--- src/rtl/data_sram_ctrl_pkg.sv ---
// Shared definitions for the data-side SRAM controller.
// Holds the FSM state encoding, the default access length and the
// active-low strobe levels used by the controller and its wait counter.
package data_sram_ctrl_pkg;

    typedef enum logic [1:0] {
        ST_IDLE   = 2'd0,
        ST_ACCESS = 2'd1,
        ST_DONE   = 2'd2
    } sram_state_t;

    localparam int WAIT_CYCLES_DEFAULT = 2;
    localparam int CNT_W               = 4;

    localparam logic CHIP_ENABLE    = 1'b0;
    localparam logic CHIP_DISABLE   = 1'b1;
    localparam logic WRITE_ENABLE   = 1'b0;
    localparam logic WRITE_DISABLE  = 1'b1;
    localparam logic OUTPUT_ENABLE  = 1'b0;
    localparam logic OUTPUT_DISABLE = 1'b1;

endpackage

--- src/rtl/data_sram_ctrl_wait_cnt.sv ---
// Wait-state down-counter for the SRAM controller.
// Ports:
//   clk, rst   - clock, asynchronous active-high reset
//   load       - load load_val (takes priority over dec)
//   dec        - decrement by one; holds at zero
//   load_val   - value loaded at the start of an access
//   zero       - counter is at its terminal count
module sram_wait_cnt
    import data_sram_ctrl_pkg::*;
(
    input  logic             clk,
    input  logic             rst,
    input  logic             load,
    input  logic             dec,
    input  logic [CNT_W-1:0] load_val,
    output logic             zero
);

    logic [CNT_W-1:0] cnt;

    always_ff @(posedge clk or posedge rst) begin
        if (rst) begin
            cnt <= '0;
        end else if (load) begin
            cnt <= load_val;
        end else if (dec && (cnt != '0)) begin
            cnt <= cnt - 1'b1;
        end
    end

    assign zero = (cnt == '0);

endmodule

--- src/rtl/data_sram_ctrl.sv ---
// Data-side asynchronous SRAM controller for the memory-access stage.
// A request is latched in IDLE, driven to the SRAM for WAIT_CYCLES cycles
// from registered copies only, and completes in DONE where load data is
// presented. The pipeline is stalled for WAIT_CYCLES+1 cycles per access.
//
//   state  | meaning
//   IDLE   | no access; a request raises stallreq_o and is latched
//   ACCESS | SRAM strobes active, wait counter running
//   DONE   | access finished; waits here while stall_i is high
//
// Ports:
//   clk, rst          - clock, asynchronous active-high reset
//   mem_ce_i/we_i     - request valid / store(1) or load(0)
//   mem_addr_i        - byte address, word-aligned use only
//   mem_sel_i         - byte lanes (bit 3 = [31:24])
//   mem_data_i        - store data
//   stall_i           - stall of the memory-access stage from elsewhere
//   mem_data_o        - load data (read-data register)
//   stallreq_o        - pipeline stall request
//   sram_*            - SRAM word address, data and active-low strobes
module data_sram_ctrl
    import data_sram_ctrl_pkg::*;
#(
    parameter int WAIT_CYCLES = WAIT_CYCLES_DEFAULT
) (
    input  logic        clk,
    input  logic        rst,
    input  logic        mem_ce_i,
    input  logic        mem_we_i,
    input  logic [31:0] mem_addr_i,
    input  logic [3:0]  mem_sel_i,
    input  logic [31:0] mem_data_i,
    input  logic        stall_i,
    output logic [31:0] mem_data_o,
    output logic        stallreq_o,
    output logic [29:0] sram_addr_o,
    output logic [3:0]  sram_be_n_o,
    output logic [31:0] sram_data_o,
    input  logic [31:0] sram_data_i,
    output logic        sram_ce_n_o,
    output logic        sram_oe_n_o,
    output logic        sram_we_n_o
);

    localparam logic [CNT_W-1:0] WAIT_LOAD = CNT_W'(WAIT_CYCLES - 1);

    sram_state_t state, state_nxt;

    logic [29:0] addr_q;
    logic        we_q;
    logic [3:0]  sel_q;
    logic [31:0] data_q;
    logic [31:0] rdata_q;

    logic req_accept;
    logic cnt_zero;

    // Byte offset is resolved by the memory-access stage.
    logic unused_addr_lsb;
    assign unused_addr_lsb = ^mem_addr_i[1:0];

    assign req_accept = (state == ST_IDLE) && mem_ce_i;

    sram_wait_cnt u_wait_cnt (
        .clk      (clk),
        .rst      (rst),
        .load     (req_accept),
        .dec      (state == ST_ACCESS),
        .load_val (WAIT_LOAD),
        .zero     (cnt_zero)
    );

    always_ff @(posedge clk or posedge rst) begin
        if (rst) begin
            state <= ST_IDLE;
        end else begin
            state <= state_nxt;
        end
    end

    always_comb begin
        state_nxt = state;
        case (state)
            ST_IDLE:   if (mem_ce_i) state_nxt = ST_ACCESS;
            ST_ACCESS: if (cnt_zero) state_nxt = ST_DONE;
            ST_DONE:   if (!stall_i) state_nxt = ST_IDLE;
            default:   state_nxt = ST_IDLE;
        endcase
    end

    // The write strobe is released in the last ACCESS cycle so address
    // and data are held one cycle past the rising edge of we_n.
    always_comb begin
        stallreq_o  = 1'b0;
        sram_ce_n_o = CHIP_DISABLE;
        sram_oe_n_o = OUTPUT_DISABLE;
        sram_we_n_o = WRITE_DISABLE;
        sram_be_n_o = 4'hF;
        case (state)
            ST_IDLE: begin
                // rst gating keeps stallreq_o low while a request sits on
                // the inputs during reset.
                stallreq_o = mem_ce_i && !rst;
            end
            ST_ACCESS: begin
                stallreq_o  = 1'b1;
                sram_ce_n_o = CHIP_ENABLE;
                sram_be_n_o = ~sel_q;
                if (we_q) begin
                    sram_we_n_o = cnt_zero ? WRITE_DISABLE : WRITE_ENABLE;
                end else begin
                    sram_oe_n_o = OUTPUT_ENABLE;
                end
            end
            default: begin
            end
        endcase
    end

    always_ff @(posedge clk or posedge rst) begin
        if (rst) begin
            addr_q  <= '0;
            we_q    <= 1'b0;
            sel_q   <= '0;
            data_q  <= '0;
            rdata_q <= '0;
        end else begin
            if (req_accept) begin
                addr_q <= mem_addr_i[31:2];
                we_q   <= mem_we_i;
                sel_q  <= mem_sel_i;
                data_q <= mem_data_i;
            end
            if ((state == ST_ACCESS) && cnt_zero && !we_q) begin
                rdata_q <= sram_data_i;
            end
        end
    end

    assign sram_addr_o = addr_q;
    assign sram_data_o = data_q;
    assign mem_data_o  = rdata_q;

endmodule

--- config.mk ---
export PLATFORM = sky130hd
export DESIGN_NAME = data_sram_ctrl
export DESIGN_NICKNAME = d
export VERILOG_FILES = /design/src/rtl/data_sram_ctrl_pkg.sv /design/src/rtl/data_sram_ctrl_wait_cnt.sv /design/src/rtl/data_sram_ctrl.sv
export SDC_FILE = /design/constraint.sdc
export NUM_CORES = 1
export LEC_CHECK = 0
export ABC_AREA = 0
export CORE_MARGIN = 3
export CORE_UTILIZATION = 36
export CTS_CLUSTER_DIAMETER = 100
export DETAILED_ROUTE_END_ITERATION = 16
export PLACE_DENSITY = 0.77
export SLEW_MARGIN = 20
export SYNTH_ARGS = -nofsm -noshare
export SYNTH_HDL_FRONTEND = slang
export SYNTH_SLANG_ARGS = --single-unit
--- constraint.sdc ---
create_clock -name clk -period 2.9 [get_ports clk]
set_input_delay 0.29 -clock clk [delete_from_list [all_inputs] [get_ports clk]]
set_output_delay 0.29 -clock clk [all_outputs]
set_load 0.05 [all_outputs]
==> impl_metrics.env, run 1 <==
export IMPL_status="completed"
export IMPL_numCtsBuffers=9
export IMPL_grt_use_met2=0.261
export IMPL_drt_pass1_iterations=4
export IMPL_synthArstFlopShare=1.00
export IMPL_yosys_register_bits=105
export IMPL_final_hold_violation_count=0
export IMPL_worst_slew_pin_transition_ns=0.577
export IMPL_max_stage_delay_ns=0.48
export IMPL_drt_initial_drc_count=114
export IMPL_rsz_0062_raised_after_global_routing="no"
export IMPL_final_hold_worst_slack_ns=0.464
export IMPL_synth_avg_cell_area_um2=16.4
export IMPL_fp_dieArea_um2=13000
export IMPL_dpl_cell_area_um2=6360
export IMPL_grt_start_max_net_pins=106
export IMPL_drv_slew=0
export IMPL_nets=568
export IMPL_area_of_the_core_um2=11100
export IMPL_synthToLayoutAreaGrowth_pct=59.0
export IMPL_synth_yosys_warnings=0
export IMPL_worst_ep_arrival_ns=2.66
export IMPL_max_slew_margin=0.615
export IMPL_cp_max_fo=32
export IMPL_std_cell_rows=38
export IMPL_post_synth_instance_area_um2=4190
export IMPL_num_antenna_cells=0
export IMPL_worst_path_max_delay_cell="or3b_1"
export IMPL_height_of_the_die_um=114
export IMPL_start_util=0.378
export IMPL_setup_viol=0
export IMPL_ioPinCount=207
export IMPL_worst_setup_path_type="register to register"
export IMPL_clock_latency_ns=0.35
export IMPL_dpl_worst_slack_ns=0.495
export IMPL_gp_congestion=0.770
export IMPL_cts_root_buf="clkbuf_16"
export IMPL_finalClockSkew_ns=0.00699
export IMPL_wl_per_cell_um=16.6
export IMPL_drv_cap=0
export IMPL_clkSlewWorstSetupHoldPaths_ns=0.07
export IMPL_die_width_um=114
export IMPL_detail_route_vias_per_cell=4.67
export IMPL_edff_count_synth=0
export IMPL_htree_levels=3
export IMPL_dp_hpwl_um=7250
export IMPL_clock_tree_buffer_depth=2
export IMPL_clock_fmax_ghz=0.412
export IMPL_synth_area_leader_cell="dfrtp_1"
export IMPL_grt_pass1_vias=3110
export IMPL_worst_endpoint_required_ns=3.13
export IMPL_post_synth_main_area_contributors="dfrtp_1 63%, mux2_2 19%, mux2_4 11%, buf_12 1.4%, clkbuf_1 0.81%"
export IMPL_antenna_violating_nets_post_route=0
export IMPL_antenna_violations_before_repair=0
export IMPL_synthMostInstantiatedCell="dfrtp_1"
export IMPL_globalRoute_totalOverflow=0
export IMPL_drc=0
export IMPL_globalRouteMet3Util=0.0844
export IMPL_final_min_clock_period_ns=2.43
export IMPL_postSynthNetCount=363
export IMPL_cp_cell_sequence="inv_1 > ha_1 > or3b_1 > or3_2 > buf_4 > mux2_4"
export IMPL_timing_hold_worst_class="input pin to asynchronous set/reset pin"
export IMPL_cts_num_sinks=105
export IMPL_post_synth_top_area_fraction=0.628
export IMPL_layout_worst_path_cycle_share=0.837
export IMPL_reg2reg_from="u_wait_cnt.cnt[0]$_DFFE_PP0P_"
export IMPL_worst_setup_path_start_kind="register"
export IMPL_place_port_buffers=204
export IMPL_detail_route_wirelength_um=10000
export IMPL_gr_usage_all_layers=0.160
export IMPL_grt_met1_usage=0.182
export IMPL_vias_after_detailed_routing=2827
export IMPL_synth_cells_most_frequent="105 x dfrtp_1, 69 x mux2_2, 30 x mux2_4"
export IMPL_synth_yosys_seq_area_share=0.628
export IMPL_postSynthCellCount=256
export IMPL_final_setup_tns_ns=0
export IMPL_timing_critical_path_to_type="register"
export IMPL_filler_cells_inserted=902
export IMPL_final_cell_area_um2=6660
export IMPL_cts_repair_timing_setup_buffer_count=0
export IMPL_worst_slack_ns=0.472
export IMPL_final_layout_size_suffix_gt1_frac=0.268
export IMPL_synth_main_ff_cell="dfrtp_1"
export IMPL_critPathLaunch="u_wait_cnt.cnt[0]$_DFFE_PP0P_"
export IMPL_tritoncts="built"
export IMPL_number_of_distinct_library_cells_after_synthesis=27
export IMPL_grt_pass1_wl_um=16000
export IMPL_global_route_peak_usage_layer="met2"
[cells in the final DEF (no fill, tap or decap), drive strengths merged, types with 2 or more instances in the layout]
cell type / n
mux2: 99
inv: 5
nor3: 2
clkdlybuf4s50: 202
o21ai: 3
and2b: 2
nand3: 2
a21oi: 3
clkbuf: 11
nand2: 5
clkinv: 3
nor2: 3
ha: 2
dfrtp: 105
buf: 5
[registers in the layout (all words and copies together), names as in the netlist]
name and count:
we_q 1, mem_data_o 32, sram_data_o 32, u_wait_cnt.cnt 4
state 2, sel_q 4, sram_addr_o 30
[path summary, 6_finish.rpt]
path                                                      end  slack (ns)  cells after the start
worst max-delay path               mem_data_o[14]$_DFFE_PP0P_        0.47                      6
worst min-delay path            u_wait_cnt.cnt[2]$_DFFE_PP0P_        0.46                      3
worst max register to register     mem_data_o[14]$_DFFE_PP0P_        0.47                      6
worst min register to register    sram_addr_o[12]$_DFFE_PP0P_        0.50                      1
max in group asynchronous         sram_data_o[16]$_DFFE_PP0P_        2.02                      3
min in group clk                  sram_addr_o[12]$_DFFE_PP0P_        0.50                      1
[per-layer routing]
layer  routed length (um)  share of wire
met5                    0              0
met4                  147          0.015
met3                 1110           0.11
met2                 4940           0.49
met1                 3830           0.38
[worst max-delay path, delay by kind of cell (launching register included)]
kind                       cells  cell delay (ns)
adders and majority gates      1             0.18
and+or+nand+nor                2             0.93
DFF                            1             0.41
muxes                          1             0.36
buffers and inverters          2             0.40
[repair_timing]
action                                  CTS  global route
hold buffers                              0             0
resized for setup                         0             1
endpoints found under the setup margin    0             1
[cells by family after synthesis]
| kind of cell | share of synthesized area |
|---|---|
| AO/OA/AOI/OAI | 0.0143 |
| adder cells (fa/ha/maj) | 0.00598 |
| buffers and inverters | 0.0308 |
| flip-flops | 0.628 |
| multiplexers | 0.293 |
| AND/OR/NAND/NOR | 0.0281 |
[metrics by stage]
step	std cells	utilization
detailed placement	590	0.574
CTS	606	0.601
finish	606	0.601
global route	606	0.601
global placement	590	0.574
floorplan	256	-
[area by class of cell]
cell class	count	area, um2	area share
Clock buffer	11	243	0.0365
Clock inverter	5	53.8	0.00808
Inverter	5	22.5	0.00338
Multi-Input combinational cell	132	1440	0.216
Sequential cell	105	2630	0.395
Tap cell	140	175	0.0263
Timing Repair Buffer	208	2100	0.315
Power of run 1 is not shown: default switching activity piles up to over one toggle a cycle in this logic, so the estimate is an artifact.
==> run 2: changes to the inputs <==
clock period = 2.1 ns   (was 2.9 ns; I/O delays follow)
==> impl_metrics.env, run 2 (synthesis gave the netlist of run 1 again) <==
export IMPL_status="completed"
export IMPL_layout_common_cells="196 x clkdlybuf4s50_1, 105 x dfrtp_1, 69 x mux2_2"
export IMPL_nets=573
export IMPL_start_util=0.378
export IMPL_worst_endpoint_required_ns=2.33
export IMPL_setup_viol=0
export IMPL_cts_root_buf="clkbuf_16"
export IMPL_grt_pass1_vias=3170
export IMPL_final_layout_size_suffix_gt1_frac=0.297
export IMPL_drt_initial_drc_count=150
export IMPL_drv_cap=0
export IMPL_cts_num_sinks=105
export IMPL_clock_latency_ns=0.35
export IMPL_dpl_cell_area_um2=6390
export IMPL_drv_slew=0
export IMPL_layout_worst_path_cycle_share=0.948
export IMPL_combined_area_of_the_multi_input_logic_cells_um2=1450
export IMPL_place_port_buffers=204
export IMPL_dp_hpwl_um=7400
export IMPL_regArea_um2=2630
export IMPL_worst_ep_arrival_ns=2.22
export IMPL_cp_max_fo=16
export IMPL_cp_cell_sequence="inv_2 > ha_4 > or3b_1 > or3_4 > buf_12 > mux2_4"
export IMPL_rsz_0062_raised_after_global_routing="no"
export IMPL_finalClockSkew_ns=0.00918
export IMPL_clock_tree_buffer_depth=2
export IMPL_antenna_violating_nets_post_route=0
export IMPL_worst_path_max_delay_cell="dfrtp_1"
export IMPL_fp_dieArea_um2=13000
export IMPL_area_of_the_core_um2=11100
export IMPL_tritoncts="built"
export IMPL_grt_start_max_net_pins=106
export IMPL_timing_critical_path_to_type="register"
export IMPL_final_cell_area_um2=6740
export IMPL_antenna_violations_before_repair=0
export IMPL_htree_levels=3
export IMPL_final_hold_violation_count=0
export IMPL_timing_hold_worst_class="input pin to asynchronous set/reset pin"
export IMPL_globalRoute_totalOverflow=0
export IMPL_final_util=0.608
export IMPL_die_width_um=114
export IMPL_final_min_clock_period_ns=1.99
export IMPL_std_cell_rows=38
export IMPL_gp_congestion=0.746
export IMPL_clock_fmax_ghz=0.502
export IMPL_detail_route_wirelength_um=10300
export IMPL_post_cts_hold_buffer_count=0
export IMPL_worst_slew_pin_transition_ns=0.563
export IMPL_worst_setup_path_start_kind="register"
export IMPL_synthToLayoutAreaGrowth_pct=60.9
export IMPL_critical_path_n_buffers_inverters=2
export IMPL_grt_pass1_wl_um=16400
export IMPL_gr_usage_all_layers=0.162
export IMPL_cpLargestDelayFamily="simple AND/OR/NAND/NOR gates"
export IMPL_height_of_the_die_um=114
export IMPL_final_hold_worst_slack_ns=0.373
export IMPL_detail_route_vias_per_cell=4.68
export IMPL_numCtsBuffers=9
export IMPL_drt_pass1_iterations=4
export IMPL_max_slew_margin=0.625
export IMPL_max_stage_delay_ns=0.39
export IMPL_wl_per_cell_um=16.8
export IMPL_clkSlewWorstSetupHoldPaths_ns=0.07
export IMPL_worst_setup_path_type="register to register"
export IMPL_drc=0
export IMPL_filler_cells_inserted=880
export IMPL_most_frequent_standard_cell_in_the_layout_excluding_fill_and_tap_cells="clkdlybuf4s50_1"
export IMPL_ioPinCount=207
export IMPL_vias_after_detailed_routing=2863
## run 2: through the flow
stage	setup TNS (ns)	instances	setup slack, ns
finish	0	612	0.110
floorplan	-0.699	256	-0.384
CTS	0	611	0.0417
global placement	0	594	0.0389
detailed placement	-0.596	594	-0.0301
global route	0	611	0.0292
## run 2: metal layers
layer	part of all wire	track usage	wire length [um]
met5	0	0	0
met4	0.016	0.0491	163
met1	0.39	0.184	3970
met3	0.087	0.0743	895
met2	0.51	0.275	5240
## run 2: worst paths after layout
check | start | endpoint | slack [ns] | depth (start not counted)
max | u_wait_cnt.cnt[1]$_DFFE_PP0P_ | mem_data_o[20]$_DFFE_PP0P_ | 0.11 | 6
min | rst | u_wait_cnt.cnt[2]$_DFFE_PP0P_ | 0.37 | 3
max reg2reg | u_wait_cnt.cnt[1]$_DFFE_PP0P_ | mem_data_o[20]$_DFFE_PP0P_ | 0.11 | 6
min reg2reg | sram_data_o[10]$_DFFE_PP0P_ | sram_data_o[10]$_DFFE_PP0P_ | 0.51 | 1
max in group asynchronous | rst | sram_addr_o[8]$_DFFE_PP0P_ | 1.27 | 3
min in group clk | stall_i | state[1]$_DFFE_PP0P_ | 0.45 | 3
## run 2: final cells by class
cell class	count	area share
Inverter	5	0.00334
Clock inverter	5	0.00817
Clock buffer	11	0.0360
Antenna cell	1	0.000371
Tap cell	140	0.0260
Multi-Input combinational cell	132	0.216
Sequential cell	105	0.390
Timing Repair Buffer	213	0.321
## run 2: what timing repair did
item                                   4_1_cts  5_1_grt
cloned                                       1        0
pin swaps                                    0        1
endpoints found under the hold margin        0        0
setup endpoints to repair                   32       32
resized for setup                            2        4
setup buffers                                0        0
## run 2: worst min-delay path, stage by stage
cell and delay [ns]:
clkdlybuf4s50_1 0.44, clkinvlp_4 0.11, buf_12 0.42
Power of run 2 is left out for the same reason.
